**src/rtl/aes_loader_pkg.sv**
```systemverilog
// Shared types and sizing helpers for the AES word loader.
// Optional feature macro used elsewhere in this slice: AES_LOADER_BLKCNT_EN.
package aes_loader_pkg;

  typedef enum logic [1:0] {COLLECT, FIRE, WAIT, DONE} state_t;

  localparam int DEF_DATA_W = 32;
  localparam int NW         = 128 / DEF_DATA_W;
  localparam int CNT_W      = $clog2(NW);

  function automatic int words_per_block(input int dw);
    return 128 / dw;
  endfunction

endpackage

```
**src/rtl/aes_word_loader_if.sv**
```systemverilog
// Valid/ready word stream feeding the AES loader; is_key selects the key or plaintext path.
interface aes_word_loader_if #(parameter int DATA_W = 32);
  logic              valid;
  logic              ready;
  logic [DATA_W-1:0] data;
  logic              is_key;

  modport master (output valid, output data, output is_key, input ready);
  modport slave  (input valid, input data, input is_key, output ready);
endinterface

```
**src/rtl/aes_word_shifter.sv**
```systemverilog
// Shift-in assembly register: first word lands in the top bits after NW shifts.
module aes_word_shifter #(
  parameter  int DATA_W = 32,
  parameter  int NW     = 4,
  localparam int CW     = (NW > 1) ? $clog2(NW) : 1
) (
  input  logic              clk,
  input  logic              rst_n,
  input  logic              shift_en,
  input  logic [DATA_W-1:0] din,
  output logic [127:0]      value,
  output logic [CW-1:0]     cnt,
  output logic              wrap
);

  assign wrap = shift_en && (cnt == CW'(NW - 1));

  always_ff @(posedge clk or negedge rst_n) begin
    if (!rst_n) begin
      value <= '0;
      cnt   <= '0;
    end else if (shift_en) begin
      value <= {value[127-DATA_W:0], din};
      cnt   <= wrap ? '0 : cnt + 1'b1;
    end
  end

endmodule

```
**src/rtl/aes_word_loader.sv**
```systemverilog
// Assembles key/plaintext words, strobes the AES core and flags when its ciphertext is valid.
// Optional block counter output enabled by AES_LOADER_BLKCNT_EN.
module aes_word_loader
  import aes_loader_pkg::*;
#(
  parameter int DATA_W = 32,
  parameter int CT_LAT = 2
) (
  input  logic               clk,
  input  logic               rst_n,
  aes_word_loader_if.slave   s,
  output logic               aes_en,
  output logic [127:0]       aes_plaintext,
  output logic [127:0]       aes_key,
  output logic               key_vld,
  output logic               busy,
  output logic               ct_valid
`ifdef AES_LOADER_BLKCNT_EN
  ,
  output logic [31:0]        blk_cnt
`endif
);

  localparam int WORDS  = words_per_block(DATA_W);
  localparam int WCNT_W = (WORDS > 1) ? $clog2(WORDS) : 1;
  localparam int WAIT_W = $clog2(CT_LAT);

  state_t              state, state_n;
  logic [WAIT_W-1:0]   wait_cnt;
  logic [WCNT_W-1:0]   key_cnt, pt_cnt;
  logic                key_wrap, pt_wrap;
  logic                key_acc, pt_acc;

  // Plaintext stalls until a full key is held; key words are always taken while collecting.
  assign s.ready = (state == COLLECT) && (s.is_key || key_vld);
  assign key_acc = s.valid && s.ready && s.is_key;
  assign pt_acc  = s.valid && s.ready && !s.is_key;

  aes_word_shifter #(.DATA_W(DATA_W), .NW(WORDS)) u_key (
    .clk(clk), .rst_n(rst_n), .shift_en(key_acc), .din(s.data),
    .value(aes_key), .cnt(key_cnt), .wrap(key_wrap)
  );

  aes_word_shifter #(.DATA_W(DATA_W), .NW(WORDS)) u_pt (
    .clk(clk), .rst_n(rst_n), .shift_en(pt_acc), .din(s.data),
    .value(aes_plaintext), .cnt(pt_cnt), .wrap(pt_wrap)
  );

  always_ff @(posedge clk or negedge rst_n) begin
    if (!rst_n) begin
      state    <= COLLECT;
      wait_cnt <= '0;
      key_vld  <= 1'b0;
    end else begin
      state <= state_n;
      if (state == FIRE)
        wait_cnt <= WAIT_W'(CT_LAT - 2);
      else if (state == WAIT && wait_cnt != '0)
        wait_cnt <= wait_cnt - 1'b1;
      // A new key load invalidates the old key on its first word; NW >= 2 keeps clear/set apart.
      if (key_acc && key_cnt == '0)
        key_vld <= 1'b0;
      if (key_wrap)
        key_vld <= 1'b1;
    end
  end

  // WAIT spans CT_LAT-1 cycles so DONE (ct_valid) lands exactly CT_LAT cycles after FIRE (aes_en).
  always_comb begin
    state_n  = state;
    aes_en   = 1'b0;
    busy     = 1'b0;
    ct_valid = 1'b0;
    case (state)
      COLLECT: if (pt_wrap) state_n = FIRE;
      FIRE: begin
        aes_en  = 1'b1;
        busy    = 1'b1;
        state_n = WAIT;
      end
      WAIT: begin
        busy = 1'b1;
        if (wait_cnt == '0) state_n = DONE;
      end
      DONE: begin
        busy     = 1'b1;
        ct_valid = 1'b1;
        state_n  = COLLECT;
      end
      default: state_n = COLLECT;
    endcase
  end

`ifdef AES_LOADER_BLKCNT_EN
  logic [31:0] blk_cnt_q;

  always_ff @(posedge clk or negedge rst_n) begin
    if (!rst_n)
      blk_cnt_q <= '0;
    else if (ct_valid)
      blk_cnt_q <= blk_cnt_q + 32'd1;
  end

  assign blk_cnt = blk_cnt_q;
`endif

endmodule

```
**src/flat_wrapper.sv**
```systemverilog
// flat-port wrapper written by rule: the top's interface ports become plain ports
module aes_word_loader_flat import aes_loader_pkg::*;
#(
  parameter int DATA_W = 32,
  parameter int CT_LAT = 2
)
  (clk, rst_n, aes_en, aes_plaintext, aes_key, key_vld, busy, ct_valid, s_valid, s_data, s_is_key, s_ready);
  aes_word_loader_if #(.DATA_W(DATA_W)) s_i ();
  input  logic clk;
  input  logic rst_n;
  output logic aes_en;
  output logic [127:0] aes_plaintext;
  output logic [127:0] aes_key;
  output logic key_vld;
  output logic busy;
  output logic ct_valid;
  input wire logic [$bits(s_i.valid)-1:0] s_valid;
  input wire logic [$bits(s_i.data)-1:0] s_data;
  input wire logic [$bits(s_i.is_key)-1:0] s_is_key;
  output wire logic [$bits(s_i.ready)-1:0] s_ready;
  assign s_i.valid = s_valid;
  assign s_i.data = s_data;
  assign s_i.is_key = s_is_key;
  assign s_ready = s_i.ready;
  aes_word_loader #(.DATA_W(DATA_W), .CT_LAT(CT_LAT)) u_core (.clk(clk), .rst_n(rst_n), .s(s_i), .aes_en(aes_en), .aes_plaintext(aes_plaintext), .aes_key(aes_key), .key_vld(key_vld), .busy(busy), .ct_valid(ct_valid));
endmodule
```
**config.mk**
```make
export PLATFORM = sky130hd
export DESIGN_NAME = aes_word_loader_flat
export DESIGN_NICKNAME = d
export VERILOG_FILES = /design/src/rtl/aes_loader_pkg.sv /design/src/rtl/aes_word_loader_if.sv /design/src/rtl/aes_word_shifter.sv /design/src/rtl/aes_word_loader.sv /design/src/flat_wrapper.sv
export SDC_FILE = /design/constraint.sdc
export NUM_CORES = 1
export LEC_CHECK = 0
export ABC_AREA = 1
export BUFFER_PORTS_ARGS = -buffer_cell sky130_fd_sc_hd__buf_2
export CORE_AREA = 8 8 152 139
export DETAILED_ROUTE_END_ITERATION = 6
export DIE_AREA = 0 0 160 147
export PLACE_DENSITY = 0.85
export SLEW_MARGIN = 0
export SYNTH_ARGS = -nofsm -noshare
export SYNTH_HDL_FRONTEND = slang
export SYNTH_SLANG_ARGS = --single-unit
```
**constraint.sdc**
```tcl
create_clock -name clk -period 4.4 [get_ports clk]
set_input_delay 0.44 -clock clk [delete_from_list [all_inputs] [get_ports clk]]
set_output_delay 0.44 -clock clk [all_outputs]
set_load 0.02 [all_outputs]
```
==> flow_summary.json <==
{
  "outcome": "finished clean",
  "grt_pass1_wl_um": 43000,
  "insertion_delay_ps": 520,
  "max-clock-path-buffers": 3,
  "clock-sinks": 264,
  "syn_area_um2": 10000,
  "worstSetupPathType": "reg2reg",
  "final_nets": 1391,
  "post-cts-setup-buffers": 0,
  "rsz0062_at_grt": "no",
  "drv_cap": 0,
  "cts_tree": "done",
  "peakVddDrop_v": 0.000632,
  "cp-start-kind": "register",
  "finalHoldViolCount": 0,
  "vias_per_cell": 4.90,
  "grt_overflow_total": 0,
  "wl_per_cell_um": 16.7,
  "num_rows": 48,
  "n_antenna_cell": 0,
  "syn2layout_area_growth_pct": 25.5,
  "period_share_pct": 74.7,
  "min_period_ps": 3290,
  "dp_hpwl_um": 18900,
  "yosysWarnings": 0,
  "h-tree-depth": 1,
  "drive_gt1_share_pct": 25.7,
  "syn-num-nets": 1114,
  "required_ps": 4850,
  "drc": 0,
  "port_buffers": 296,
  "ys_seq_area_share_pct": 66.0,
  "fin_skew_ps": 9.56,
  "crit_chain": "inv_1 > ha_1 > inv_1 > nor2_4 > nand3_4 > inv_2 > buf_4 > nand2_1 > nand2_1",
  "critPathMaxStageDelay_ps": 960,
  "postCtsHoldBufs": 1,
  "fin_tns_setup_ps": 0,
  "grt_pass1_vias": 8024,
  "fin_cells": 1617,
  "first_pass_iters": 5,
  "syn_area_per_cell_um2": 9.35,
  "cts_resized": 0,
  "fin_total_pwr_w": 0.0105,
  "route.vias.total": 7926,
  "die_h_um": 147,
  "slew_viol_final": 0,
  "gr-usage-all-layers_pct": 22.3,
  "wirelength_um": 26900,
  "coreArea_um2": 18700,
  "antenna_found_initial": 3,
  "antenna_left": 0,
  "die_area_um2": 23500,
  "max_freq_mhz": 304,
  "dp.cells": 1567,
  "initial_core_util_pct": 53.4,
  "setup_viol": 0,
  "crit_fanout": 63,
  "root_buffer": "clkbuf_16",
  "synth-seq-cells": 264,
  "die_w_um": 160,
  "hold_class": "in2reg",
  "power_per_cell_area_nw_per_um2": 837,
  "cp_slowest_cell": "inv_2",
  "worstMarginPinSlew_ps": 950,
  "arrival_ps": 3730,
  "maxSlewHeadroom_pct": 36.6,
  "endpoint_kind": "register",
  "routabilityCongestion": 0.893,
  "cts.clk_slew.worst_paths_ps": 60,
  "syn_inst": 1070,
  "p_leak_nw": 7.28,
  "grt_max_degree": 208,
  "synth_cell_types": 18,
  "cts_made_buffers": 27,
  "io_pins": 297,
  "drt_iter0_markers": 565
}
==> stage by stage <==
stage	hold slack (ps)	setup slack, ps	utilization, %	instance area, µm²
floorplan	144	2780	-	10000
global placement	457	1280	62.1	11600
detailed placement	460	1160	62.1	11600
CTS	168	1120	67.0	12600
global route	196	836	67.0	12600
finish	185	1110	67.0	12600
==> where the power goes <==
| part | total, W | switching, W | internal (W) |
|---|---|---|---|
| registers | 0.00433 | 0.000872 | 0.00346 |
| logic | 0.00386 | 0.00264 | 0.00122 |
| clock network | 0.00231 | 0.000904 | 0.00141 |
==> final timing paths <==
| check | cells after the start | from | slack, ps | endpoint |
|---|---|---|---|---|
| max in group asynchronous | 3 | rst_n | 2810 | u_core.u_key.value[76]$_DFFE_PN0P_ |
| max reg2reg | 9 | u_core.state[1]$_DFFE_PN0P_ | 1110 | u_core.u_key.value[79]$_DFFE_PN0P_ |
| min in group asynchronous | 2 | rst_n | 540 | u_core.u_pt.value[72]$_DFFE_PN0P_ |
| min | 3 | s_data[10] | 180 | u_core.u_key.value[10]$_DFFE_PN0P_ |
| max | 9 | u_core.state[1]$_DFFE_PN0P_ | 1110 | u_core.u_key.value[79]$_DFFE_PN0P_ |
| min reg2reg | 2 | u_core.u_key.value[122]$_DFFE_PN0P_ | 480 | u_core.u_key.value[122]$_DFFE_PN0P_ |
==> per-layer routing <==
metal  track usage [%]  share of wire, %
met5                 0              0.14
met4              4.95               1.6
met3              7.94               9.2
met2              37.7                49
met1              27.2                40
==> cell type report <==
| cell class | count | area (µm²) |
|---|---|---|
| clock buffers | 43 | 836 |
| clock inverters | 6 | 82.6 |
| fillers | 1467 | 6180 |
| inverters | 109 | 409 |
| multi-input cells | 642 | 2740 |
| flip-flops and latches | 264 | 6610 |
| well taps | 250 | 313 |
| repair buffers | 303 | 1570 |
==> state kept, by name (all words and copies together) (netlist names) <==
register,flops
u_core.u_key.value,128
u_core.u_pt.value,128
u_core.state,2
u_core.u_key.cnt,2
u_core.u_pt.cnt,2
u_core.key_vld,1
u_core.wait_cnt,1
==> critical path: cells and delay by family (launching register included) <==
family | cells | cell delay [ps]
flip-flops | 1 | 420
buffers and inverters | 4 | 1690
adder cells (fa/ha/maj) | 1 | 240
AND/OR/NAND/NOR | 4 | 840
==> cells in the final DEF, fill, tap and decap left out <==
| cell type | count |
|---|---|
| clkinvlp_4 | 1 |
| clkbuf_1 | 6 |
| nor3b_1 | 1 |
| a21oi_1 | 34 |
| buf_2 | 295 |
| ha_1 | 8 |
| buf_8 | 1 |
| clkbuf_16 | 27 |
| clkbuf_8 | 10 |
| dfrtp_1 | 264 |
| clkinv_2 | 3 |
| nand3_1 | 2 |
| nand4_4 | 1 |
| inv_2 | 1 |
| nand3_4 | 1 |
| nand2_1 | 425 |
| o21ai_0 | 133 |
| o21bai_2 | 1 |
| buf_12 | 2 |
| dlygate4sd3_1 | 1 |
| buf_4 | 4 |
| or2_2 | 1 |
| inv_1 | 108 |
| nor2_1 | 34 |
| bufinv_16 | 2 |
| nor2_4 | 1 |
==> synthesized netlist by cell type, drive strengths merged <==
master	count	share of area, %
nor2	35	1.4
a21oi	34	1.7
or2	1	0.063
o21ai	133	6.7
ha	8	1.0
buf	37	1.9
nand3	3	0.28
nand4	1	0.12
dfrtp	264	66
clkbuf	18	0.68
o21bai	1	0.11
inv	109	4.1
nor3b	1	0.075
nand2	425	16
==> cell families after synthesis <==
family,Yosys count,synth area share [%]
simple gates,466,17.9
flops,264,66.0
compound gates,168,8.46
buf+inv,164,6.66
fa+ha+maj,8,1.00
Power figures use the tool's default switching activity.
